<file path="src/rtl/lsu_pkg.sv">
// lsu_pkg: shared types and constants for the load/store unit.
//   size_e  - request access size encoding (2'b11 is illegal and has no name)
//   state_e - LSU control FSM states
package lsu_pkg;

  localparam int unsigned WORD_BYTES = 4;

  typedef enum logic [1:0] {
    SZ_B = 2'b00,
    SZ_H = 2'b01,
    SZ_W = 2'b10
  } size_e;

  typedef enum logic [1:0] {
    IDLE  = 2'd0,
    READ  = 2'd1,
    WRITE = 2'd2,
    RESP  = 2'd3
  } state_e;

endpackage

</file>
<file path="src/rtl/lsu_align.sv">
// lsu_align: combinational lane handling for the LSU.
//   word        - 32-bit memory word (captured read data)
//   addr_lo     - byte offset within the word
//   size        - access size (byte / halfword / word)
//   is_unsigned - 1 = zero-extend loads, 0 = sign-extend
//   wdata       - right-aligned store data
//   load_data   - selected lane, extended to 32 bits
//   merge_data  - word to write back (store lane merged into word; wdata for word stores)
module lsu_align
  import lsu_pkg::*;
(
  input  logic [31:0] word,
  input  logic [1:0]  addr_lo,
  input  logic [1:0]  size,
  input  logic        is_unsigned,
  input  logic [31:0] wdata,
  output logic [31:0] load_data,
  output logic [31:0] merge_data
);

  logic [7:0]  byte_lane;
  logic [15:0] half_lane;

  always_comb begin
    byte_lane = word[7:0];
    case (addr_lo)
      2'd1:    byte_lane = word[15:8];
      2'd2:    byte_lane = word[23:16];
      2'd3:    byte_lane = word[31:24];
      default: byte_lane = word[7:0];
    endcase
    half_lane = addr_lo[1] ? word[31:16] : word[15:0];

    load_data = word;
    case (size)
      SZ_B:    load_data = {{24{byte_lane[7] & ~is_unsigned}}, byte_lane};
      SZ_H:    load_data = {{16{half_lane[15] & ~is_unsigned}}, half_lane};
      default: load_data = word;
    endcase

    merge_data = word;
    case (size)
      SZ_B: begin
        case (addr_lo)
          2'd1:    merge_data[15:8]  = wdata[7:0];
          2'd2:    merge_data[23:16] = wdata[7:0];
          2'd3:    merge_data[31:24] = wdata[7:0];
          default: merge_data[7:0]   = wdata[7:0];
        endcase
      end
      SZ_H: begin
        if (addr_lo[1]) merge_data[31:16] = wdata[15:0];
        else            merge_data[15:0]  = wdata[15:0];
      end
      default: merge_data = wdata;
    endcase
  end

endmodule

</file>
<file path="src/rtl/lsu.sv">
// lsu: single-outstanding load/store unit in front of a word-wide memory.
//   clk, reset             - clock and asynchronous active-high reset
//   req_valid/req_ready    - request handshake (ready only in IDLE)
//   req_we/size/unsigned   - store/load, access size, load extension
//   req_addr/req_wdata     - byte address and right-aligned store data
//   resp_valid/rdata/err   - one-cycle completion pulse with load data / error flag
//   mem_we/mem_a/mem_wd    - memory write enable, word address, write word
//   mem_rd                 - combinational read word at mem_a
module lsu
  import lsu_pkg::*;
#(
  parameter int unsigned MEM_WORDS = 256
) (
  input  logic        clk,
  input  logic        reset,
  input  logic        req_valid,
  output logic        req_ready,
  input  logic        req_we,
  input  logic [1:0]  req_size,
  input  logic        req_unsigned,
  input  logic [31:0] req_addr,
  input  logic [31:0] req_wdata,
  output logic        resp_valid,
  output logic [31:0] resp_rdata,
  output logic        resp_err,
  output logic        mem_we,
  output logic [31:0] mem_a,
  output logic [31:0] mem_wd,
  input  logic [31:0] mem_rd
);

  state_e      state_q, state_d;
  logic        we_q, we_d;
  logic [1:0]  size_q, size_d;
  logic        uns_q, uns_d;
  logic        err_q, err_d;
  logic [31:0] addr_q, addr_d;
  logic [31:0] wdata_q, wdata_d;
  logic [31:0] rword_q, rword_d;

  logic        req_err;
  logic [31:0] load_data;
  logic [31:0] merge_data;

  always_comb begin
    req_err = 1'b0;
    if (req_size == 2'b11)                               req_err = 1'b1;
    if (req_size == SZ_H && req_addr[0])                 req_err = 1'b1;
    if (req_size == SZ_W && req_addr[1:0] != 2'b00)      req_err = 1'b1;
    if ({2'b00, req_addr[31:2]} >= 32'(MEM_WORDS))       req_err = 1'b1;
  end

  always_comb begin
    state_d = state_q;
    we_d    = we_q;
    size_d  = size_q;
    uns_d   = uns_q;
    err_d   = err_q;
    addr_d  = addr_q;
    wdata_d = wdata_q;
    rword_d = rword_q;
    case (state_q)
      IDLE: begin
        if (req_valid) begin
          we_d    = req_we;
          size_d  = req_size;
          uns_d   = req_unsigned;
          err_d   = req_err;
          addr_d  = req_addr;
          wdata_d = req_wdata;
          if (req_err)                        state_d = RESP;
          else if (req_we && req_size == SZ_W) state_d = WRITE;
          else                                state_d = READ;
        end
      end
      READ: begin
        rword_d = mem_rd;
        state_d = we_q ? WRITE : RESP;
      end
      WRITE:   state_d = RESP;
      RESP:    state_d = IDLE;
      default: state_d = IDLE;
    endcase
  end

  always_ff @(posedge clk or posedge reset) begin
    if (reset) begin
      state_q <= IDLE;
      we_q    <= 1'b0;
      size_q  <= '0;
      uns_q   <= 1'b0;
      err_q   <= 1'b0;
      addr_q  <= '0;
      wdata_q <= '0;
      rword_q <= '0;
    end else begin
      state_q <= state_d;
      we_q    <= we_d;
      size_q  <= size_d;
      uns_q   <= uns_d;
      err_q   <= err_d;
      addr_q  <= addr_d;
      wdata_q <= wdata_d;
      rword_q <= rword_d;
    end
  end

  lsu_align u_align (
    .word        (rword_q),
    .addr_lo     (addr_q[1:0]),
    .size        (size_q),
    .is_unsigned (uns_q),
    .wdata       (wdata_q),
    .load_data   (load_data),
    .merge_data  (merge_data)
  );

  // Outputs decode from the registered state only, so reset clears them at once.
  assign req_ready  = (state_q == IDLE);
  assign resp_valid = (state_q == RESP);
  assign resp_err   = resp_valid && err_q;
  assign resp_rdata = (resp_valid && !err_q && !we_q) ? load_data : '0;
  assign mem_we     = (state_q == WRITE);
  assign mem_a      = (state_q == READ || state_q == WRITE) ? {addr_q[31:2], 2'b00} : '0;
  assign mem_wd     = (state_q == WRITE) ? merge_data : '0;

endmodule

</file>
<file path="config.mk">
export PLATFORM = sky130hd
export DESIGN_NAME = lsu
export DESIGN_NICKNAME = d
export VERILOG_FILES = /design/src/rtl/lsu_pkg.sv /design/src/rtl/lsu_align.sv /design/src/rtl/lsu.sv
export SDC_FILE = /design/constraint.sdc
export NUM_CORES = 1
export LEC_CHECK = 0
export ABC_AREA = 1
export CELL_PAD_IN_SITES_DETAIL_PLACEMENT = 1
export CELL_PAD_IN_SITES_GLOBAL_PLACEMENT = 1
export CORE_MARGIN = 2
export CORE_UTILIZATION = 41
export DETAILED_ROUTE_END_ITERATION = 10
export DONT_BUFFER_PORTS = 1
export PLACE_DENSITY_LB_ADDON = 0.25
export SLEW_MARGIN = 20
export SYNTH_ARGS = -nofsm -noshare
export SYNTH_HDL_FRONTEND = slang
export SYNTH_SLANG_ARGS = --single-unit
</file>
<file path="constraint.sdc">
create_clock -name clk -period 8.65 [get_ports clk]
set_clock_uncertainty 0.1 [all_clocks]
set_input_delay 1.73 -clock clk [delete_from_list [all_inputs] [get_ports clk]]
set_output_delay 1.73 -clock clk [all_outputs]
set_load 0.05 [all_outputs]
</file>
==> results.yml <==
placement:
  globalplace.congestion: 0.908
  dp_slack_ns: 3.61
  dp_cells: 1145
  io_buffers: 0
  dpl-instance-area_um2: 6520
  dpl.hpwl_um: 16700
cts:
  cts_buffers: 9
  clkSlewWorstSetupHoldPaths_ns: 0.07
  cts_setup_buffers: 0
  post_cts_resized: 0
  ctsHoldBuffers: 0
  clock_sinks: 103
  max-clock-path-buffers: 2
  clk_latency_ns: 0.36
  cts_tree: "built"
  ctsRootBufferMaster: "clkbuf_16"
  cts_max_level: 3
detailed_routing:
  firstDrtPassIters: 5
  avgViaCountPerCell: 5.32
  drt-total-wl_um: 22600
  ant_nets: 0
  drc: 0
  vias: 6177
  drt_iter0_drc: 337
  wl_per_cell_um: 19.5
power:
  p_leak_nw: 3.53
  pwr_density_cell_nw_per_um2: 516
  vdd_drop_max_mv: 0.231
  power.total_mw: 3.52
floorplanning:
  ios: 203
  start_util_pct: 42.1
  die_h_um: 129
  die_area_um2: 16700
  rows: 45
  fp.dieW_um: 129
  core_um2: 15300
worst_setup_path:
  critPathMaxStageDelay_ns: 1.04
  cp.arrival_ns: 3.61
  required_ns: 6.82
  end_kind: "output pin"
  start_kind: "register"
  crit_chain: "nor2_2 -> buf_4 -> inv_2 -> a21oi_2 -> nand3_2 -> a21oi_1"
  crit_family: "compound AO/OA/AOI/OAI gates"
  cp_max_fo: 32
  critical_path.slowest_cell: "a21oi_1"
  path_buf_inv: 2
  path_class: "reg -> out"
synthesis:
  yosys_warnings: 0
  yosysUniqueCellTypes: 29
  postSynthAreaPerCell_um2: 6.57
  syn_area_um2: 6420
  ys_seq_elements: 103
  seq_area_frac_synth_pct: 40.2
  synth_cells: 977
run:
  cap_violations: 0
final_layout:
  stdcell_count: 1161
  fin_nets: 1052
  final_area_um2: 6820
  syn2layout_area_growth_pct: 6.24
  layout_common_cells: "nand2_1, dfrtp_1, o21ai_0, inv_1, nand3_1"
  antennaDiodeCount: 0
  post_route_cells_drive_above_1_share_pct: 7.89
  utilization_pct: 44.7
  fill_cells: 2029
  final_common_cell: "nand2_1"
global_route:
  grt_pass1_vias: 6287
  grt_pass1_wl_um: 34700
  grt_start_max_net_pins: 71
  use_met1_pct: 33.1
  grt_use_total_pct: 27.3
  grt_overflow: 0
  antenna_found_initial: 0
  use_met3_pct: 6.44
  top_usage_layer: "met2"
  gr-usage-met2_pct: 47.9
timing:
  finalHoldViolCount: 0
  slew_viol_final: 0
  whs_ns: 0.381
  setup_viol: 0
  worst_pin_slew_ns: 1.12
  period_needed_ns: 5.44
  post-route-period-util_pct: 62.9
  fmax_mhz: 184
  worst_slack_ns: 3.21
  slew_headroom_pct: 25.4
  setup_tns_ns: 0
  rsz0062_at_grt: "no"
worst_hold_path:
  min_path_type: "reg -> reg"
outcome:
  status: "finished clean"
## power by group
group	switching (mW)	internal (mW)	total, mW	leakage, nW
clock	0.200	0.223	0.423	0.146
combinational	1.72	0.423	2.14	2.10
sequential	0.239	0.712	0.951	1.28
## Yosys cell counts
master    count  area share, %
nor2_1       28            1.6
o21ai_1       6           0.47
clkbuf_1     31            1.8
o211ai_1      7           0.82
a21oi_1      17            1.3
a21oi_2      21            2.9
buf_2        17            1.3
o22ai_1       1          0.098
nor3b_2       1           0.19
nand2_2       1          0.098
dfrtp_1     103             40
o21bai_1      1           0.12
buf_6         3           0.53
buf_4         7           0.82
inv_1       101            5.9
nand2_1     435             25
nor3_1       10           0.78
o21ai_0     100            7.8
inv_2         7           0.41
buf_1         2           0.12
a31oi_1       8           0.78
nand4_1       9           0.88
nor2_2        5           0.49
ha_1          4           0.78
nor2_4        2           0.35
nand3_1      47            3.7
o21ai_2       1           0.14
conb_1        1          0.058
nand3_2       1           0.16
## registers in the layout, summed over array words and instances, names as in the netlist
register,count
rword_q,32
wdata_q,32
err_q,1
addr_q,32
we_q,1
uns_q,1
state_q,2
size_q,2
## worst paths after layout
check | from | endpoint | slack [ns] | depth (start not counted)
max | size_q[1] | resp_rdata[9] | 3.21 | 6
min reg2reg | addr_q[31] | addr_q[31] | 0.38 | 2
min in group asynchronous | reset | rword_q[30] | 1.18 | 1
min | addr_q[31] | addr_q[31] | 0.38 | 2
max in group asynchronous | reset | wdata_q[0] | 6.03 | 2
max reg2reg | state_q[1] | state_q[0] | 6.08 | 7
## layout make-up
class	count	area [µm²]	share of cell area, %
Sequential cell	103	2580	37.8
Clock buffer	12	267	3.91
Tap cell	211	264	3.87
Timing Repair Buffer	16	120	1.76
Inverter	108	408	5.98
Clock inverter	4	33.8	0.495
Multi-Input combinational cell	707	3150	46.2
## kinds of logic after synthesis
logic type	share of synthesized area (%)
simple gates	33.7
buf+inv	10.9
compound gates	14.4
flops	40.2
fa+ha+maj	0.780
other cells	0.0584
## metal layers
layer / vias up / wire (µm)
met1: 2944 / 9520
met3: 36 / 1330
li1: 2972 / -
met4: 0 / 592
met5: - / 0
met2: 225 / 11200
## worst reg2reg max path, cell delays in order, from the launching register on
cell,delay (ns)
dfrtp_1,0.40
inv_1,0.11
ha_1,0.59
nand2_2,0.13
inv_2,0.16
buf_4,0.56
o21ai_0,0.33
nand2_1,0.12
Power figures use the tool's default switching activity.
